<file path="config.mk">
export PLATFORM = sky130hd
export DESIGN_NAME = bloco_controle
export DESIGN_NICKNAME = d
export VERILOG_FILES = /design/src/rtl/bloco_controle.sv
export SDC_FILE = /design/constraint.sdc
export NUM_CORES = 1
export LEC_CHECK = 0
export CAP_MARGIN = 20
export CELL_PAD_IN_SITES_DETAIL_PLACEMENT = 0
export CELL_PAD_IN_SITES_GLOBAL_PLACEMENT = 1
export CORE_ASPECT_RATIO = 0.8
export CORE_MARGIN = 4
export CORE_UTILIZATION = 35
export CTS_CLUSTER_DIAMETER = 40
export DETAILED_ROUTE_END_ITERATION = 8
export GPL_TIMING_DRIVEN = 0
export PLACE_DENSITY = 0.74
export SLEW_MARGIN = 10
export SYNTH_ARGS = -nofsm -noshare
export SYNTH_HDL_FRONTEND = slang
export SYNTH_SLANG_ARGS = --single-unit
export TNS_END_PERCENT = 20
</file>
<file path="constraint.sdc">
create_clock -name clk -period 2 [get_ports clk]
set_input_delay 0.4 -clock clk [delete_from_list [all_inputs] [get_ports clk]]
set_output_delay 0.4 -clock clk [all_outputs]
set_load 0.005 [all_outputs]
</file>
<file path="src/rtl/bloco_controle.sv">
// bloco_controle: control FSM sequencing the 16-bit operative block to evaluate one of four expressions into S
// Parameter DONE_HOLD: 0 = done is a one-cycle pulse, 1 = done stays high in IDLE until the next accepted start.
// Optional macro BLOCO_CONTROLE_BUSY_ERR_EN adds the sticky err output (start seen while busy).
// Ports:
//   clk, rst_n          clock, asynchronous active-low reset
//   start, op[1:0]      request (sampled only in IDLE) and expression select (latched on acceptance)
//   busy, done          handshake: busy in every non-IDLE state, done on completion
//   LX, LH, LS          load enables for registers X, H, S
//   M0, M1, M2, H       mux selects and ALU subtract for the operative block
//   err (optional)      sticky flag for a start request arriving mid-sequence
module bloco_controle #(
  parameter int DONE_HOLD = 0
) (
  input  logic       clk,
  input  logic       rst_n,
  input  logic       start,
  input  logic [1:0] op,
  output logic       busy,
  output logic       done,
  output logic       LX,
  output logic       LH,
  output logic       LS,
  output logic [1:0] M0,
  output logic [1:0] M1,
  output logic [1:0] M2,
  output logic       H
`ifdef BLOCO_CONTROLE_BUSY_ERR_EN
  ,
  output logic       err
`endif
);
  typedef enum logic [3:0] {
    IDLE  = 4'd0,
    LOADX = 4'd1,
    HCALC = 4'd2,
    CLR   = 4'd3,
    ACC_A = 4'd4,
    ADD_B = 4'd5,
    SUB_B = 4'd6,
    ADD_C = 4'd7,
    ADD_X = 4'd8,
    SUB_H = 4'd9,
    DONE  = 4'd10
  } state_t;
  state_t      state_q, state_d;
  logic [1:0]  op_q;
  logic [9:0]  cw_q, cw_d;
  logic        busy_q, done_q, accept;
  assign accept = (state_q == IDLE) && start;
  always_comb begin
    state_d = IDLE;
    case (state_q)
      IDLE:    state_d = start ? (op[1] ? LOADX : CLR) : IDLE;
      LOADX:   state_d = (op_q == 2'b11) ? HCALC : CLR;
      HCALC:   state_d = CLR;
      CLR:     state_d = ACC_A;
      ACC_A:   state_d = (op_q == 2'b10) ? SUB_B : ADD_B;
      ADD_B:   state_d = (op_q == 2'b00) ? DONE : (op_q == 2'b01) ? ADD_C : SUB_H;
      SUB_B:   state_d = ADD_X;
      ADD_C:   state_d = DONE;
      ADD_X:   state_d = DONE;
      SUB_H:   state_d = DONE;
      DONE:    state_d = IDLE;
      default: state_d = IDLE;
    endcase
  end
  // Control word {LX, LH, LS, M0, M1, M2, H}, registered from the next state so the outputs are a pure
  // function of the state register while avoiding a decode glitch on the pins.
  always_comb begin
    cw_d = '0;
    case (state_d)
      LOADX:   cw_d = 10'b1_0_0_00_00_00_0;
      HCALC:   cw_d = 10'b0_1_0_11_00_00_0;
      CLR:     cw_d = 10'b0_0_1_01_00_01_1;
      ACC_A:   cw_d = 10'b0_0_1_01_00_10_0;
      ADD_B:   cw_d = 10'b0_0_1_10_00_10_0;
      SUB_B:   cw_d = 10'b0_0_1_10_00_10_1;
      ADD_C:   cw_d = 10'b0_0_1_11_00_10_0;
      ADD_X:   cw_d = 10'b0_0_1_00_01_10_0;
      SUB_H:   cw_d = 10'b0_0_1_00_11_10_1;
      default: cw_d = '0;
    endcase
  end
  always_ff @(posedge clk or negedge rst_n) begin
    if (!rst_n) begin
      state_q <= IDLE;
      op_q    <= 2'b00;
      cw_q    <= '0;
      busy_q  <= 1'b0;
      done_q  <= 1'b0;
    end else begin
      state_q <= state_d;
      if (accept) op_q <= op;
      cw_q    <= cw_d;
      busy_q  <= state_d != IDLE;
      // With DONE_HOLD the flag lingers through IDLE; leaving IDLE means a start was accepted.
      done_q  <= (state_d == DONE) || ((DONE_HOLD != 0) && done_q && (state_d == IDLE));
    end
  end
`ifdef BLOCO_CONTROLE_BUSY_ERR_EN
  logic err_q;
  always_ff @(posedge clk or negedge rst_n) begin
    if (!rst_n) err_q <= 1'b0;
    else if (accept) err_q <= 1'b0;
    else if (start && (state_q != IDLE) && (state_q != DONE)) err_q <= 1'b1;
  end
  assign err = err_q;
`endif
  assign {LX, LH, LS, M0, M1, M2, H} = cw_q;
  assign busy = busy_q;
  assign done = done_q;
endmodule

</file>
# Word level (Yosys, flattened, before mapping)
# Memory sizes are Yosys's and may differ from the RTL's. A register that Yosys moved wholly into a read port is not among the register bits.
# Cells that the tools add are included.
op_classes:
  eq_ne: 13
  muxes: 7
  n_reduce_logical: 6
op_table:
  columns: ["operator", "n"]
  rows:
  - ["case mux 4 bit (8 select lines)", 1]
  - ["equality test 4 x 3 -> 1 bit (second input constant)", 4]
  - ["equality test 4 bit (second input constant)", 3]
  - ["equality test 4 x 2 -> 1 bit (second input constant)", 2]
  - ["two-way mux 4 bit", 2]
  - ["two-way mux 2 bit", 3]
  - ["equality test 2 bit (second input constant)", 2]
  - ["equality test 4 x 1 -> 1 bit (second input constant)", 1]
  - ["zero test 4 bit", 1]
  - ["nonzero test 4 bit", 1]
  - ["OR reduction 3 bit", 1]
  - ["equality test 2 x 1 -> 1 bit (second input constant)", 1]
  - ["zero test 2 bit", 1]
  - ["logical AND 1 bit", 1]
  - ["zero test 1 bit", 1]
  - ["two-way mux 1 bit", 1]
totals:
  register_bits: 8
  rom_bits: 160
  in_bits: 5
  out_inout_bits: 12
  wordCells: 31
  memories: 1
mem_list:
  columns: ["memory", "words", "width", "read_ports", "rd_clocked_by_memory_dff", "write_ports", "line_no", "source"]
  rows:
  - ["(name not given)", 16, 10, 1, 1, 0, "71", "case (state_d)"]

# Longest topological paths before layout
depth:
  ltp_word: 5
  ltp_mapped: 9
  ltp_nobuf: 8

# Worst setup path before layout
# No wires, ideal clock.
synth_timing:
  path_type: "reg-to-reg"
  startpoint: "register state_q[1]"
  endpoint: "register cw_q[0]"
  setup_time_ns: 0.124
  t_arrival_ns: 1.901
  required_time_ns: 1.876
  slack_ns: -0.025
  path_stages_with_launch: 9
  n_path_buf: 1
  period_less_slack_ns: 2.025
  path_cell_list: "dfrtp_1 > buf_6 > or4_1 > and3_1 > nand4_2 > inv_1 > ha_1 > and2_1 > a211o_1"
synth_via:
  elab_chain_len: 3
  elab_cells_between_ends: 12
  classes_between: "eq/ne (9); mux (1); reduce/logical (2)"
synth_rtl:
  columns: ["item", "line_no", "source"]
  rows:
  - ["from (decl)", "45", "state_t state_q, state_d;"]
  - ["from (signal assigned)", "92", "state_q <= state_d;"]
  - ["equality test 4 bit or equality test 4 x 3 -> 1 bit (tied branches)", "52", "case (state_q)"]
  - ["OR reduction 3 bit (no source line)", null, null]
  - ["case mux 4 bit (8 select lines) (*)", "52", null]
  - ["via state_d[0]", "45", null]
  - ["to (decl)", "47", "logic [9:0] cw_q, cw_d;"]
# The timed path passes the listed nets; every way through them passes the cells marked *.
# A chain may end at the register's enable or synchronous reset.

# Final worst setup path
# Same ends and word-level chain as after synthesis.

==> out/metrics.cfg <==
[status]
status=complete, but fails checks
violations=negative setup slack

[setup_path]
cp_num_buf_inv=2
max_stage_delay_ns=0.49
cp_data_required_time_ns=2.18
start_kind=register
crit_path_top_delay_cell=or4_1
critPathKind=reg2reg
worstPathCellList=buf_6 > or4_1 > and3_4 > nand4_4 > inv_4 > ha_4 > and2_4 > a211o_1
cp_top_family=simple AND/OR/NAND/NOR gates
cp_max_fo=8
endpoint_kind=register
arrival_ns=2.20

[power_and_ir_drop]
vdd_drop_max_v=0.000792
p_per_area_mw_per_mm2=1840
p_leak_nw=0.593

[synthesis]
synth_top_cell_by_area=dfrtp_1
yosysWarnings=0
ys_seq_area_frac=0.488
synth_top_area_frac=0.488
synth_seq_cells=18
syn_inst=84
synth_nets=93
synth_cell_types=39
avgSynthCellArea_um2=11.0
yosys-top-cells-area=dfrtp_1 49%, ha_1 5.4%, and2_1 2.7%
synth_area_um2=922

[routing]
viasPerCell=4.58
drtPass1Iterations=2
drt_iter0_drc=4
drc_errors=0
drtAntennaViolNets=0
vias=692
wl_um=1870
wl_per_cell_um=12.4

[final_layout]
final_cell_mix=17 x dfrtp_1, 16 x clkdlybuf4s50_1, 11 x buf_4
instances_no_fill=151
area_growth_pct=40.7
n_fill_cell=238
design_area_mm2=0.00130
layout-drive-gt1-share=0.348
fin_nets=125
n_antenna_cell=0
layout_commonest_cell=dfrtp_1

[sta]
max-slew-margin-rel=0.481
fmax_mhz=495
period_share=1.01
hold_viol=0
slew_violations=0
setup_violations=1
layout_setup_ws_ns=-0.0183
fin_skew_ns=0.00350
worst_slew_pin_slew_ns=0.776
period_minus_slack_ns=2.02
rsz0062_at_grt=yes

[clock_network]
clk_pin_slew_worst_paths_ns=0.09
cts_tree=yes
clk_latency_ns=0.29
cts_max_level=1
clock_path_buffers=2
cts_buffers=3
cts_sinks=18
cts-hold-fix-buffers=0
cts_root_buf=clkbuf_4

[floorplanning]
num_rows=16
die_h_um=53.9
design.die.area_mm2=0.00352
dieWidth_um=65.4
ios=17
initial_utilization=0.371
core_region_area_mm2=0.00248

[flow_run]
cap_viol_max_count=0

[placed_design]
place_hpwl_um=1260
place_area_mm2=0.00113
port_buffers=16
placedCellCount=136
gp_congestion=0.755

[global_routing]
grt_pass1_vias=693
grt_max_degree=19
antenna_found_initial=0
grt_pass1_wl_um=3120
track_usage=0.118
overflow=0

[min_path]
hp-class=in2async

power by group:
part,internal (mW),switching [mW],total (mW)
Sequential,0.525,0.0811,0.606
Clock,0.111,0.105,0.216
Combinational,0.819,0.752,1.57
Total,1.46,0.938,2.39
stage by stage:
step	hold WS [ns]	setup TNS, ns	total power [mW]	util	setup slack, ns
2_1_floorplan	0.104	0	1.44	-	0.00384
3_3_place_gp	0.667	-1.21	1.81	0.454	-0.402
4_1_cts	0.570	-0.00196	2.25	0.501	-0.00196
5_1_grt	0.601	-0.184	2.60	0.523	-0.0683
3_5_place_dp	0.659	-1.28	1.82	0.454	-0.417
6_report	0.554	-0.0183	2.39	0.523	-0.0183
state kept, by name, summed over array words and instances (netlist names):
name / count
op_q: 2
cw_q: 10
state_q: 4
done: 1
busy: 1
layer usage:
| layer | up-vias | part of all wire | GRT usage | wire length, um |
|---|---|---|---|---|
| li1 | 351 | - | - | - |
| met4 | 0 | 0 | 0.0207 | 0 |
| met1 | 330 | 0.46 | 0.148 | 865 |
| met2 | 11 | 0.50 | 0.203 | 937 |
| met5 | - | 0 | 0 | 0 |
| met3 | 0 | 0.037 | 0.0376 | 70 |
synth_stat cells:
cell	number
and2_4	1
nand2_1	6
o211ai_1	1
a21oi_1	3
a211o_1	1
a31oi_4	1
ha_1	4
nor3_2	1
buf_6	2
nand2_2	1
and3_1	2
inv_4	1
o21ai_0	2
inv_2	2
o22ai_1	1
mux2i_1	1
nor4bb_1	1
nand2_4	1
o21ai_1	1
nor2_1	5
and2_1	4
nand3_1	1
a21o_4	1
nand4_2	1
a21o_1	1
nor3b_1	1
or3_1	1
nand2b_1	2
buf_2	1
a21boi_0	1
a211oi_1	1
o21ai_2	1
or4_1	2
dfrtp_1	18
mux2_2	2
nor2b_1	1
nand4_1	1
o211ai_2	1
inv_1	5
what timing repair did:
action,in CTS,in global routing
setup buffers,6,5
pin swaps,3,6
resized for setup,9,4
endpoints found under the setup margin,1,3
cloned,0,0
endpoints found under the hold margin,0,0
worst reg2reg max path, stage by stage (launching register included):
cell and delay [ns]:
dfrtp_1 0.38, buf_6 0.13, or4_1 0.49, and3_4 0.19, nand4_4 0.11, inv_4 0.06, ha_4 0.15, and2_4 0.13
a211o_1 0.26
worst paths after layout:
path	start	end	slack (ns)	cells past startpoint
hold reg to reg	op_q[1]$_DFFE_PN0P_	op_q[1]$_DFFE_PN0P_	0.61	1
max in group asynchronous	rst_n	op_q[1]$_DFFE_PN0P_	0.91	1
setup / recovery	state_q[1]$_DFF_PN0_	cw_q[0]$_DFF_PN0_	-0.02	8
min in group clk	op_q[1]$_DFFE_PN0P_	op_q[1]$_DFFE_PN0P_	0.61	1
hold / removal	rst_n	cw_q[8]$_DFF_PN0_	0.55	1
setup reg to reg	state_q[1]$_DFF_PN0_	cw_q[0]$_DFF_PN0_	-0.02	8
kinds of logic (layout without fill, tap and decap cells):
family / count (synthesis) / count (layout) / share of synthesized area
AO/OA/AOI/OAI: 16 / 16 / 0.144
adder cells (fa/ha/maj): 4 / 4 / 0.0543
buffers and inverters: 11 / 42 / 0.0651
flip-flops: 18 / 18 / 0.488
multiplexers: 3 / 3 / 0.0353
AND/OR/NAND/NOR: 32 / 32 / 0.213
area by class of cell:
class | instances | area (um2) | area share
timing repair buffer | 27 | 243 | 0.187
inverter | 8 | 37.5 | 0.0289
clock buffer | 4 | 36.3 | 0.0280
tap | 36 | 45.0 | 0.0347
sequential | 18 | 452 | 0.348
buffer | 3 | 27.5 | 0.0212
multi-input combinational | 55 | 457 | 0.352
Power figures use the tool's default switching activity.
